### config.mk
export PLATFORM = sky130hd
export DESIGN_NAME = piso_serializer
export DESIGN_NICKNAME = d
export VERILOG_FILES = /design/src/rtl/piso_serializer.sv
export SDC_FILE = /design/constraint.sdc
export NUM_CORES = 1
export LEC_CHECK = 0
export BUFFER_PORTS_ARGS = -buffer_cell sky130_fd_sc_hd__clkbuf_2
export CELL_PAD_IN_SITES_DETAIL_PLACEMENT = 1
export CELL_PAD_IN_SITES_GLOBAL_PLACEMENT = 1
export CORE_UTILIZATION = 39
export CTS_BUF_LIST = sky130_fd_sc_hd__clkbuf_4
export CTS_CLUSTER_DIAMETER = 100
export DETAILED_ROUTE_END_ITERATION = 7
export PLACE_DENSITY_LB_ADDON = 0.1
export RECOVER_POWER = 100
export SLEW_MARGIN = 20
export SYNTH_ARGS = -nofsm -noshare
export SYNTH_HDL_FRONTEND = slang
export SYNTH_SLANG_ARGS = --single-unit
### constraint.sdc
create_clock -name clk -period 1.5 [get_ports clk]
set_input_delay 0.3 -clock clk [delete_from_list [all_inputs] [get_ports clk]]
set_output_delay 0.3 -clock clk [all_outputs]
set_load 0.02 [all_outputs]
### src/rtl/piso_serializer.sv
// Parallel-in/serial-out serializer: word accepted on in_valid&&in_ready, first bit out the next cycle.
// Latency 1 clk to first bit, WIDTH clks per word; in_ready only on IDLE or the last bit, so back-to-back words stream gap-free.
module piso_serializer #(
  parameter int WIDTH     = 8,
  parameter bit MSB_FIRST = 1'b1
) (
  input  logic             clk,
  input  logic             rst,
  input  logic [WIDTH-1:0] in_data,
  input  logic             in_valid,
  output logic             in_ready,
  output logic             ser_out,
  output logic             ser_valid,
  output logic             frame_start,
  output logic             busy
);

  localparam int CW = $clog2(WIDTH);

  typedef enum logic {IDLE, SHIFT} state_t;

  state_t           state_q, state_d;
  logic [CW-1:0]    cnt_q, cnt_d;
  logic [WIDTH-1:0] shreg_q, shreg_d;
  logic             ser_out_q, ser_out_d;
  logic             ser_valid_q, ser_valid_d;
  logic             frame_start_q, frame_start_d;
  logic             last_bit;
  logic             accept;

  assign last_bit = (cnt_q == CW'(WIDTH - 1));
  assign in_ready = !rst && (state_q == IDLE || last_bit);
  assign accept   = in_valid && in_ready;

  // The shift register holds only the bits not yet driven; ser_out is loaded
  // directly from in_data on accept so the first bit appears one cycle later.
  always_comb begin
    state_d       = state_q;
    cnt_d         = cnt_q;
    shreg_d       = shreg_q;
    ser_out_d     = 1'b0;
    ser_valid_d   = 1'b0;
    frame_start_d = 1'b0;
    if (accept) begin
      state_d       = SHIFT;
      cnt_d         = '0;
      ser_valid_d   = 1'b1;
      frame_start_d = 1'b1;
      if (MSB_FIRST) begin
        ser_out_d = in_data[WIDTH-1];
        shreg_d   = in_data << 1;
      end else begin
        ser_out_d = in_data[0];
        shreg_d   = in_data >> 1;
      end
    end else if (state_q == SHIFT && !last_bit) begin
      cnt_d       = cnt_q + CW'(1);
      ser_valid_d = 1'b1;
      if (MSB_FIRST) begin
        ser_out_d = shreg_q[WIDTH-1];
        shreg_d   = shreg_q << 1;
      end else begin
        ser_out_d = shreg_q[0];
        shreg_d   = shreg_q >> 1;
      end
    end else begin
      state_d = IDLE;
    end
  end

  always_ff @(posedge clk) begin
    if (rst) begin
      state_q       <= IDLE;
      cnt_q         <= '0;
      shreg_q       <= '0;
      ser_out_q     <= 1'b0;
      ser_valid_q   <= 1'b0;
      frame_start_q <= 1'b0;
    end else begin
      state_q       <= state_d;
      cnt_q         <= cnt_d;
      shreg_q       <= shreg_d;
      ser_out_q     <= ser_out_d;
      ser_valid_q   <= ser_valid_d;
      frame_start_q <= frame_start_d;
    end
  end

  assign ser_out     = ser_out_q;
  assign ser_valid   = ser_valid_q;
  assign frame_start = frame_start_q;
  assign busy        = (state_q == SHIFT);

endmodule

==> results by group <==
Finish
  • Fraction of layout cells with a size suffix above 1: 38.8%
  • Fill count: 161
  • N_diodes: 0
  • Area of the multi-input gates: around 320 µm²
  • Register area: around 280 µm²
  • Layout area overhead: 28.7%
  • Layout net count: 94
  • Finished Cell Area: 768 µm²

Floorplan
  • Die area: 1690 µm²
  • Die Ht: 41.1 µm
  • DIE WIDTH: 41.1 µm
  • Initial Util: between 40 and 50%
  • Core Rows: 13
  • IO Count: 16
  • Core area: between 1000 and 1500 µm²

Placement
  • Area after DPL: 679 µm²
  • DPL Wire Length: 809 µm
  • Port Buffers: 15
  • Placer Congestion: a little under 0.7

Synth
  • Gate Count Post-Synth: 59
  • Post-synth top area cell: dfxtp_1
  • Synthesized Nets: 72
  • Library cells used by synthesis: 17
  • Most frequent cells after synthesis: dfxtp_1 (14), nor2_1 (10), mux2i_1 (7), a21oi_1 (4)
  • Synth warn: 0
  • Yosys reg bits: 14
  • Synth top area cells: dfxtp_1 (47%), mux2i_1 (12%), a211oi_2 (6.3%), nor2_1 (6.3%), ha_1 (4.2%)
  • Post-synth EDFFs: 0
  • Top_reg_cell synth: dfxtp_1
  • Yosys top cell area share: a little under half
  • Post-synth ARST share: 0%
  • Most frequent cell after synthesis: dfxtp_1
  • Post-synthesis sequential area ratio: between 40% and 50%
  • Syn avg cell area: 10.1 µm²
  • Synthesized cell area: 597 µm²

GRT
  • Gr usage total: 17.6%
  • Initial antenna violation count: 0
  • Largest net degree at the start of global routing: 17
  • Vias in the first global route: 446
  • First-pass GRT wire length: 1900 µm
  • Total congestion overflow: 0

Clocking
  • CTS tree: done
  • CTS Hold Bufs: 0
  • Clock latency on the worst-skew pair: 0.27 ns
  • Clk slew on worst S/H paths: 0.09 ns
  • Cts bufs inserted: 3
  • CTS H-Tree Depth: 1
  • # clock sinks: 14
  • CTS root buf: clkbuf_4
  • CTS Buffer Depth: 2

Routing
  • Via Count: just under 500
  • Total iterations of the first detailed-routing run: 4
  • DRT Wirelength: between 1000 and 1500 µm
  • Wire per inst: 13.5 µm
  • DRC violations left: 0
  • DR iter-0 viols: 5
  • DR vias/cell: slightly above 5
  • Remaining antenna violation count: 0

Power
  • Peak supply drop: 0.485 mV
  • Pwr dens: 979 nW/µm²
  • Leak: 0.000336 µW

STA
  • Period Utilization, post-route: 104%
  • Setup ws final: -0.0613 ns
  • Endpoints failing hold: 0
  • Worst Max-Slew Pin Slew: about 0.33 ns
  • Slew margin rel.: 78.0%
  • Max-slew violations: 0
  • Tmin final: approximately 1.6 ns
  • Worst Skew: 0.00317 ns
  • RSZ-0062 raised after global routing: true
  • Setup TNS: -0.0613 ns
  • Achievable clock frequency: 0.640 GHz
  • Final Setup Violations: 1

Worst hold path
  • Hold Path Sink: ser_out
  • Hold path depth: 3
  • Worst Hold Class: in2reg
  • HP Start: in_data[7]

Setup path
  • Critical path arrival: about 1.3 ns
  • Endpoint type of the worst setup path: output port
  • Reg2reg setup slack: 0.13 ns
  • Setup crit start: cnt_q[1]
  • Reg-to-Reg Start: cnt_q[1]
  • Worst Path Max Fanout: 2
  • Reg2Reg Depth: 7
  • Worst setup SP type: register
  • Required time worst endpoint: 1.20 ns
  • CP Class: reg2out
  • Reg2reg end: cnt_q[0]

Status
  • Status: finished with violations
  • Violated checks: negative setup slack

Job
  • Max cap viols: 0
-- through the flow --
| stage | hold WS (ns) | total power, µW | std cells | utilization [%] | worst slack (ns) |
|---|---|---|---|---|---|
| 6_report | 0.280 | 752 | 95 | 56.2 | -0.0613 |
| 2_1_floorplan | 0.373 | 496 | 59 | - | 0.0254 |
| 3_5_place_dp | 0.458 | 532 | 88 | 49.7 | 0.136 |
| 5_1_grt | 0.285 | 796 | 95 | 56.2 | -0.105 |
| 3_3_place_gp | 0.451 | 529 | 88 | 49.7 | 0.184 |
| 4_1_cts | 0.278 | 753 | 95 | 55.7 | -0.0660 |
-- report_power, final --
| group | switching [µW] | total, µW | internal, µW |
|---|---|---|---|
| sequential | 13.1 | 410 | 397 |
| clock | 118 | 214 | 96.2 |
| combinational | 67.1 | 127 | 60.4 |
-- per-layer routing --
metal | share of wire, % | up-vias | track usage (%)
li1 | - | 246 | -
met1 | 46 | 230 | 21.6
met2 | 49 | 13 | 29.3
met3 | 4.1 | 2 | 5.43
met4 | 0.93 | 0 | 4.84
met5 | 0 | - | 0
-- worst max-delay path by stage --
stage                             end  slack (ns)  depth (start not counted)
after floorplan           frame_start        0.03                          5
after global placement       in_ready        0.18                          5
after detailed placement     in_ready        0.14                          5
after CTS                    in_ready       -0.07                          5
after global routing         in_ready       -0.10                          5
final                        in_ready       -0.06                          5
-- area by class of cell --
class	count	area share [%]
timing repair buffer	21	16.0
sequential	14	36.8
clock inverter	1	0.489
tap	15	2.44
multi-input combinational	41	41.4
clock buffer	3	2.93
-- cells by family after synthesis --
family                     Yosys count  share of synthesized area (%)
buffers and inverters                4                           5.66
adders and majority gates            2                           4.19
AOI/OAI and AO/OA                   10                           13.4
DFF                                 14                           47.0
and+or+nand+nor                     22                           18.0
muxes                                7                           11.7
-- cell usage in the layout, fill, tap and decap left out --
cell type / netlist / layout
nor2_2: 0 / 1
and2_2: 1 / 1
nand2_1: 3 / 3
a211oi_2: 3 / 3
nor2_1: 10 / 9
buf_4: 1 / 6
nor2b_4: 0 / 1
nand2b_1: 2 / 2
clkbuf_4: 0 / 3
clkbuf_1: 0 / 3
buf_6: 2 / 1
a211oi_1: 3 / 3
dfxtp_2: 0 / 2
clkinv_1: 0 / 1
nor3_1: 1 / 1
ha_4: 0 / 2
mux2i_1: 7 / 7
clkbuf_2: 0 / 11
nand3_1: 1 / 1
nand3b_1: 3 / 3
a21oi_1: 4 / 4
dfxtp_1: 14 / 12
-- timing repair --
item / CTS / global route
resized for setup: 8 / 4
setup endpoints to repair: 1 / 1
buffers inserted: 3 / 0
pin swaps: 1 / 0
-- registers in the layout, indices dropped and copies added, names as in the netlist --
signal,count
shreg_q,7
cnt_q,3
busy,1
frame_start,1
ser_out,1
ser_valid,1
-- worst max-delay path: stages, from the launching register on --
cell,delay [ns]
dfxtp_2,0.34
ha_4,0.16
ha_4,0.16
nor2b_4,0.13
nor2_2,0.07
buf_6,0.13
Power figures use the tool's default switching activity.
